File: src/rtl/cntr_share_ctrl.sv
// rtl/cntr_share_ctrl.sv - round-robin shared up-counter controller (optional CNTR_REQ_DROP_EN: abort run on dropped request)
module cntr_share_ctrl #(
    parameter int CNT_W = 4
) (
    input  logic               clk,
    input  logic               rst,
    input  logic [3:0]         req,
    input  logic [4*CNT_W-1:0] tc_in,
    output logic [3:0]         gnt,
    output logic [CNT_W-1:0]   q,
    output logic               busy,
    output logic               done,
    output logic [1:0]         done_id
);

    typedef enum logic [1:0] {
        IDLE = 2'd0,
        RUN  = 2'd1,
        DONE = 2'd2
    } state_t;

    state_t             state, state_nxt;
    logic [1:0]         ptr, ptr_nxt;
    logic [1:0]         win, win_nxt;
    logic [1:0]         sel;
    logic               found;
    logic               drop;
    logic [CNT_W-1:0]   tc_r, tc_nxt;
    logic [CNT_W-1:0]   q_nxt;
    logic [3:0]         gnt_nxt;
    logic               done_nxt;
    logic [1:0]         done_id_nxt;

    // First active requester at or above ptr, wrapping 3 -> 0.
    always_comb begin
        sel   = ptr;
        found = 1'b0;
        for (int k = 0; k < 4; k++) begin
            if (!found && req[ptr + 2'(k)]) begin
                sel   = ptr + 2'(k);
                found = 1'b1;
            end
        end
    end

`ifdef CNTR_REQ_DROP_EN
    assign drop = ~req[win];
`else
    assign drop = 1'b0;
`endif

    always_comb begin
        state_nxt   = state;
        ptr_nxt     = ptr;
        win_nxt     = win;
        tc_nxt      = tc_r;
        q_nxt       = q;
        gnt_nxt     = gnt;
        done_nxt    = 1'b0;
        done_id_nxt = done_id;
        case (state)
            IDLE: begin
                gnt_nxt = 4'b0000;
                q_nxt   = '0;
                if (found) begin
                    state_nxt = RUN;
                    win_nxt   = sel;
                    gnt_nxt   = 4'b0001 << sel;
                    tc_nxt    = tc_in[sel*CNT_W +: CNT_W];
                end
            end
            RUN: begin
                if (drop) begin
                    state_nxt = IDLE;
                    gnt_nxt   = 4'b0000;
                    q_nxt     = '0;
                    ptr_nxt   = win + 2'd1;
                end else if (q == tc_r) begin
                    state_nxt   = DONE;
                    done_nxt    = 1'b1;
                    done_id_nxt = win;
                end else begin
                    q_nxt = q + CNT_W'(1);
                end
            end
            DONE: begin
                state_nxt = IDLE;
                gnt_nxt   = 4'b0000;
                q_nxt     = '0;
                ptr_nxt   = win + 2'd1;
            end
            default: begin
                state_nxt = IDLE;
                gnt_nxt   = 4'b0000;
                q_nxt     = '0;
            end
        endcase
    end

    always_ff @(posedge clk or negedge rst) begin
        if (!rst) begin
            state   <= IDLE;
            ptr     <= 2'd0;
            win     <= 2'd0;
            tc_r    <= '0;
            q       <= '0;
            gnt     <= 4'b0000;
            busy    <= 1'b0;
            done    <= 1'b0;
            done_id <= 2'd0;
        end else begin
            state   <= state_nxt;
            ptr     <= ptr_nxt;
            win     <= win_nxt;
            tc_r    <= tc_nxt;
            q       <= q_nxt;
            gnt     <= gnt_nxt;
            busy    <= (state_nxt != IDLE);
            done    <= done_nxt;
            done_id <= done_id_nxt;
        end
    end

endmodule

File: config.mk
export PLATFORM = sky130hd
export DESIGN_NAME = cntr_share_ctrl
export DESIGN_NICKNAME = d
export VERILOG_FILES = /design/src/rtl/cntr_share_ctrl.sv
export SDC_FILE = /design/constraint.sdc
export NUM_CORES = 1
export LEC_CHECK = 0
export ABC_AREA = 0
export BUFFER_PORTS_ARGS = -buffer_cell sky130_fd_sc_hd__buf_2
export CAP_MARGIN = 10
export CORE_UTILIZATION = 45
export DETAILED_ROUTE_END_ITERATION = 8
export PLACE_DENSITY = 0.72
export SETUP_SLACK_MARGIN = 0.05
export SLEW_MARGIN = 20
export SYNTH_ARGS = -nofsm -noshare
export SYNTH_HDL_FRONTEND = slang
export SYNTH_SLANG_ARGS = --single-unit
File: constraint.sdc
create_clock -name clk -period 1.82 [get_ports clk]
set_input_delay 0.182 -clock clk [delete_from_list [all_inputs] [get_ports clk]]
set_output_delay 0.182 -clock clk [all_outputs]
set_load 0.01 [all_outputs]
==> impl_metrics.toml, run 1 <==
[cells_and_area]
area_growth_pct = 19.9
drive_gt1_share_pct = 26.7
n_fill_cell = 221
n_antenna_cell = 0
final_nets = 171

[sta]
slew_violations = 0
skew_ps = 6.98
fmax_ghz = 0.640
rsz0062_at_grt = "false"
tightest_slew_ps = 476
worst_hold_slack_ps = 198
setup_tns_ps = 0
setup_violations = 0
hold_viol = 0
fin_crit_ps = 1560
slew_headroom_pct = 68.3
period_share_pct = 85.9

[global_routing]
antenna_found_initial = 0
track_usage_pct = 16.9
grt_pass1_vias = 792
grt_overflow_total = 0
grt_first_pass_wirelength_um = 3250
grt_max_degree = 23

[die]
die_h_um = 51.3
core_um2 = 2250
start_util_pct = 48.5
num_rows = 17
die_width_um = 51.3
die_area_um2 = 2630
ioPinCount = 34

[cts]
cts-root-buf = "clkbuf_4"
clk_pin_slew_ps = 110
clk_path_buf_depth = 2
cts_tree = "done"
holdBufCountCts = 1
h-tree-depth = 1
cts-resized-gates = 0
clock_latency_ps = 300
numCtsBuffers = 3
clock-sinks = 22
cts_setup_buffers = 0

[critical_path]
cp.required_ps = 2010
start_kind = "register"
path_class = "reg2reg"
worstPathMaxFanout = 7
reg2reg_from = "q[2]"
end_kind = "register"
arrival_ps = 1750
worstSetupStartpoint = "q[2]"

[routing]
drc = 0
dr_total_vias = 894
drtIter0Drc = 10
ant_nets = 0
routed_wirelength_um = 2040
vias_per_cell = 5.14
wl_per_cell_um = 11.7
first_pass_iters = 2

[place]
portBuffers = 33
hpwlAfterDp_um = 1610
gp_congestion = 0.791

[yosys]
netlist.top_cell.by_area = "dfrtp_1"
ys_seq_elements = 22
ys_warn_count = 0
synth_cell_type_count = 22
syn_area_um2 = 1090
synth_top_area_share_pct = 50.3
synth_area_leaders = "dfrtp_1, mux2i_1, nand2_1"
syn_inst = 110
seq_area_frac_synth_pct = 50.3
synth.most_common_cell = "dfrtp_1"
synth_edf_count = 0
synth_commonest_cells = "dfrtp_1, nand2_1, mux2i_1, o21ai_0"
synth_flop_cell = "dfrtp_1"
avgSynthCellArea_um2 = 9.94
async_flop_share_pct = 100
synth_nets = 133

[hold_path]
hold_class = "in2reg"
worstHoldStart = "tc_in[6]"

[power]
irDropWorstVdd_mv = 0.777
powerDensity_nw_per_um2 = 1460
leakage_nw = 0.702

[job]
drv_cap = 0

[outcome]
status = "finished clean"
## worst paths after layout
check | to | slack (ps) | depth (start not counted)
max in group asynchronous | state[0] | 1130 | 2
setup / recovery | q[2] | 260 | 5
hold reg to reg | done_id[0] | 490 | 2
setup reg to reg | q[2] | 260 | 5
hold / removal | tc_r[2] | 200 | 3
min in group asynchronous | win[0] | 360 | 2
## worst max-delay path, cell delays in order, from the launching register on
cell and delay, ps:
dfrtp_1 440, xor2_1 200, nor4_4 420, nand2b_1 180, xor2_1 150, nor2_1 60
## state kept, by name, summed over array words and instances (netlist names)
| register | flops |
|---|---|
| ptr | 2 |
| win | 2 |
| busy | 1 |
| q | 4 |
| done | 1 |
| done_id | 2 |
| gnt | 4 |
| state | 2 |
| tc_r | 4 |
## area by class of cell
cell class | count | area, um^2 | area share [%]
Clock buffer | 3 | 22.5 | 1.72
Inverter | 6 | 22.5 | 1.72
Multi-Input combinational cell | 79 | 490 | 37.4
Sequential cell | 22 | 551 | 42.0
Tap cell | 28 | 35.0 | 2.67
Timing Repair Buffer | 36 | 190 | 14.5
## power breakdown
group          total (W)  internal [W]  switching, W
combinational   0.000877      0.000381      0.000496
sequential      0.000827      0.000677      0.000150
clock           0.000208     0.0000770      0.000131
## cell families after synthesis
family | share of synthesized area, %
xor gates and xnor gates | 5.61
DFF | 50.3
adders and majority gates | 1.14
AOI/OAI and AO/OA | 12.1
muxes | 8.24
buffers and inverters | 4.81
and+or+nand+nor | 17.7
## cells in the final DEF, fill, tap and decap left out, types with 5 or more instances in the layout
master,count
o21ai_0,9
o221ai_1,5
nand2_1,21
xor2_1,7
nor2_1,7
dfrtp_1,22
buf_2,33
a21oi_1,7
mux2i_1,9
inv_1,6
## stage by stage
step	util (%)	total power, W	cells	instance area (um^2)	worst slack [ps]
3_5_place_dp	56.7	0.00173	170	1280	252
4_1_cts	58.2	0.00194	174	1310	240
6_report	58.2	0.00191	174	1310	257
5_1_grt	58.2	0.00209	174	1310	125
2_1_floorplan	-	0.00149	110	1090	319
3_3_place_gp	56.7	0.00170	170	1280	249
## routing by layer
metal	wire length [um]	vias to the layer above	GRT usage [%]
li1	-	450	-
met1	929	426	20.8
met2	1030	14	28.7
met3	49	4	2.68
met4	30	0	8.11
met5	0	-	0
Power figures use the tool's default switching activity.
==> inputs of run 2 (changes only) <==
Settings changed: CORE_MARGIN set to 2, GPL_TIMING_DRIVEN set to 0, SETUP_SLACK_MARGIN 0.05 to not set.
==> run 2 against run 1 <==
Against the previous run: hold slack better by 6.2 ps; setup slack worse by 39 ps; final area up 2.2%; cell count grew 1.1%; sequential power is 0.8% higher; critical path depth is 1 higher; maximum frequency down 2.5%; critical path type unchanged; largest power group unchanged.
==> impl_metrics.toml, run 2 (synthesis gave the netlist of run 1 again) <==
[sta]
period_share_pct = 88.0
skew_ps = 3.11
rsz0062_at_grt = "false"
fmax_ghz = 0.624
slew_headroom_pct = 67.2
setup_tns_ps = 0
fin_crit_ps = 1600
tightest_slew_ps = 492
hold_viol = 0
setup_violations = 0
slew_violations = 0

[routing]
drtIter0Drc = 3
routed_wirelength_um = 2220
wl_per_cell_um = 12.6
ant_nets = 0
vias_per_cell = 5.18
first_pass_iters = 4
dr_total_vias = 912
drc = 0

[global_routing]
grt_first_pass_wirelength_um = 3620
antenna_found_initial = 0
grt_pass1_vias = 842
grt_max_degree = 23
track_usage_pct = 17.4
grt_overflow_total = 0

[cts]
clk_path_buf_depth = 2
numCtsBuffers = 3
clk_pin_slew_ps = 120
cts-root-buf = "clkbuf_4"
clock_latency_ps = 290
h-tree-depth = 1
cts-resized-gates = 0
clock-sinks = 22
cts_tree = "done"
cts_setup_buffers = 0

[critical_path]
worstPathMaxFanout = 10
cp.required_ps = 2000
cp_num_buf_inv = 1
arrival_ps = 1780
path_class = "reg2reg"
start_kind = "register"
critPathMaxStageDelay_ps = 440
cp_cell_sequence = "nor2b_1 > nor2_1 > o2bb2ai_1 > buf_4 > mux2i_1 > o221ai_1"
cp_slowest_cell = "dfrtp_1"
end_kind = "register"
critical_path.top_delay_family = "flip-flops"

[power]
powerDensity_nw_per_um2 = 1490
total_power_w = 0.00200
irDropWorstVdd_mv = 0.879
leakage_nw = 0.716

[cells_and_area]
largestRegisters = "gnt (4), q (4), tc_r (4)"
n_fill_cell = 230
multi_input_area_um2 = 490
final_cell_mix = "buf_2, dfrtp_1, nand2_1"
n_antenna_cell = 0
area_growth_pct = 22.5
seq_area_um2 = 551
final_nets = 172
layout_commonest_cell = "buf_2"
drive_gt1_share_pct = 27.7

[die]
core_um2 = 2250
die_width_um = 53.3
num_rows = 17
die_h_um = 53.3
die_area_um2 = 2840
start_util_pct = 48.5
ioPinCount = 34

[place]
gp_congestion = 0.722
portBuffers = 33
hpwlAfterDp_um = 1740

[job]
drv_cap = 0

[outcome]
status = "finished clean"

[hold_path]
hold_class = "in2reg"
## run 2: cell count changes in the layout (fill, tap and decap cells not counted), sizes merged
cell / change
buf: +1
clkbuf: +1
## run 2: path summary, 6_finish.rpt
path                       startpoint        to  slack [ps]  cells past startpoint
hold reg to reg                gnt[0]    gnt[0]         490                      2
setup / recovery               ptr[0]   tc_r[0]         220                      6
min in group asynchronous         rst   tc_r[1]         370                      2
hold / removal               tc_in[6]   tc_r[2]         200                      3
max in group asynchronous         rst  state[0]        1120                      2
setup reg to reg               ptr[0]   tc_r[0]         220                      6
## run 2: final cells by class
| type | count | share of cell area [%] |
|---|---|---|
| Sequential cell | 22 | 41.1 |
| Inverter | 6 | 1.68 |
| Buffer | 3 | 2.24 |
| Multi-Input combinational cell | 79 | 36.6 |
| Clock buffer | 4 | 2.71 |
| Timing Repair Buffer | 34 | 13.1 |
| Tap cell | 28 | 2.61 |
## run 2: metal layers
metal / vias to the layer above / track usage (%) / routed length (um)
li1: 453 / - / -
met1: 443 / 21.5 / 968
met2: 14 / 31.1 / 1180
met3: 2 / 2.54 / 60
met4: 0 / 5.13 / 17
met5: - / 0 / 0
## run 2: metrics by stage
stage	std cells	util, %	instance area [um^2]	setup WS, ps	hold slack (ps)
finish	176	59.4	1340	218	204
global route	176	59.4	1340	98.7	198
global placement	171	57.4	1290	259	170
CTS	176	59.4	1340	208	205
floorplan	110	-	1090	319	-114
detailed placement	171	57.4	1290	216	177
## run 2: timing repair
action / 4_1_cts / 5_1_grt
hold endpoints to repair: 22 / 0
endpoints found under the setup margin: 0 / 0
hold buffers: 1 / 0
## run 2: worst register-to-register path: stages (launching register included)
cell and delay (ps):
dfrtp_1 440, nor2b_1 180, nor2_1 60, o2bb2ai_1 220
buf_4 240, mux2i_1 220, o221ai_1 130
## run 2: report_power, final
part	total [W]	internal [W]	switching, W
Clock	0.000258	0.000122	0.000137
Combinational	0.000909	0.000400	0.000509
Sequential	0.000834	0.000677	0.000157
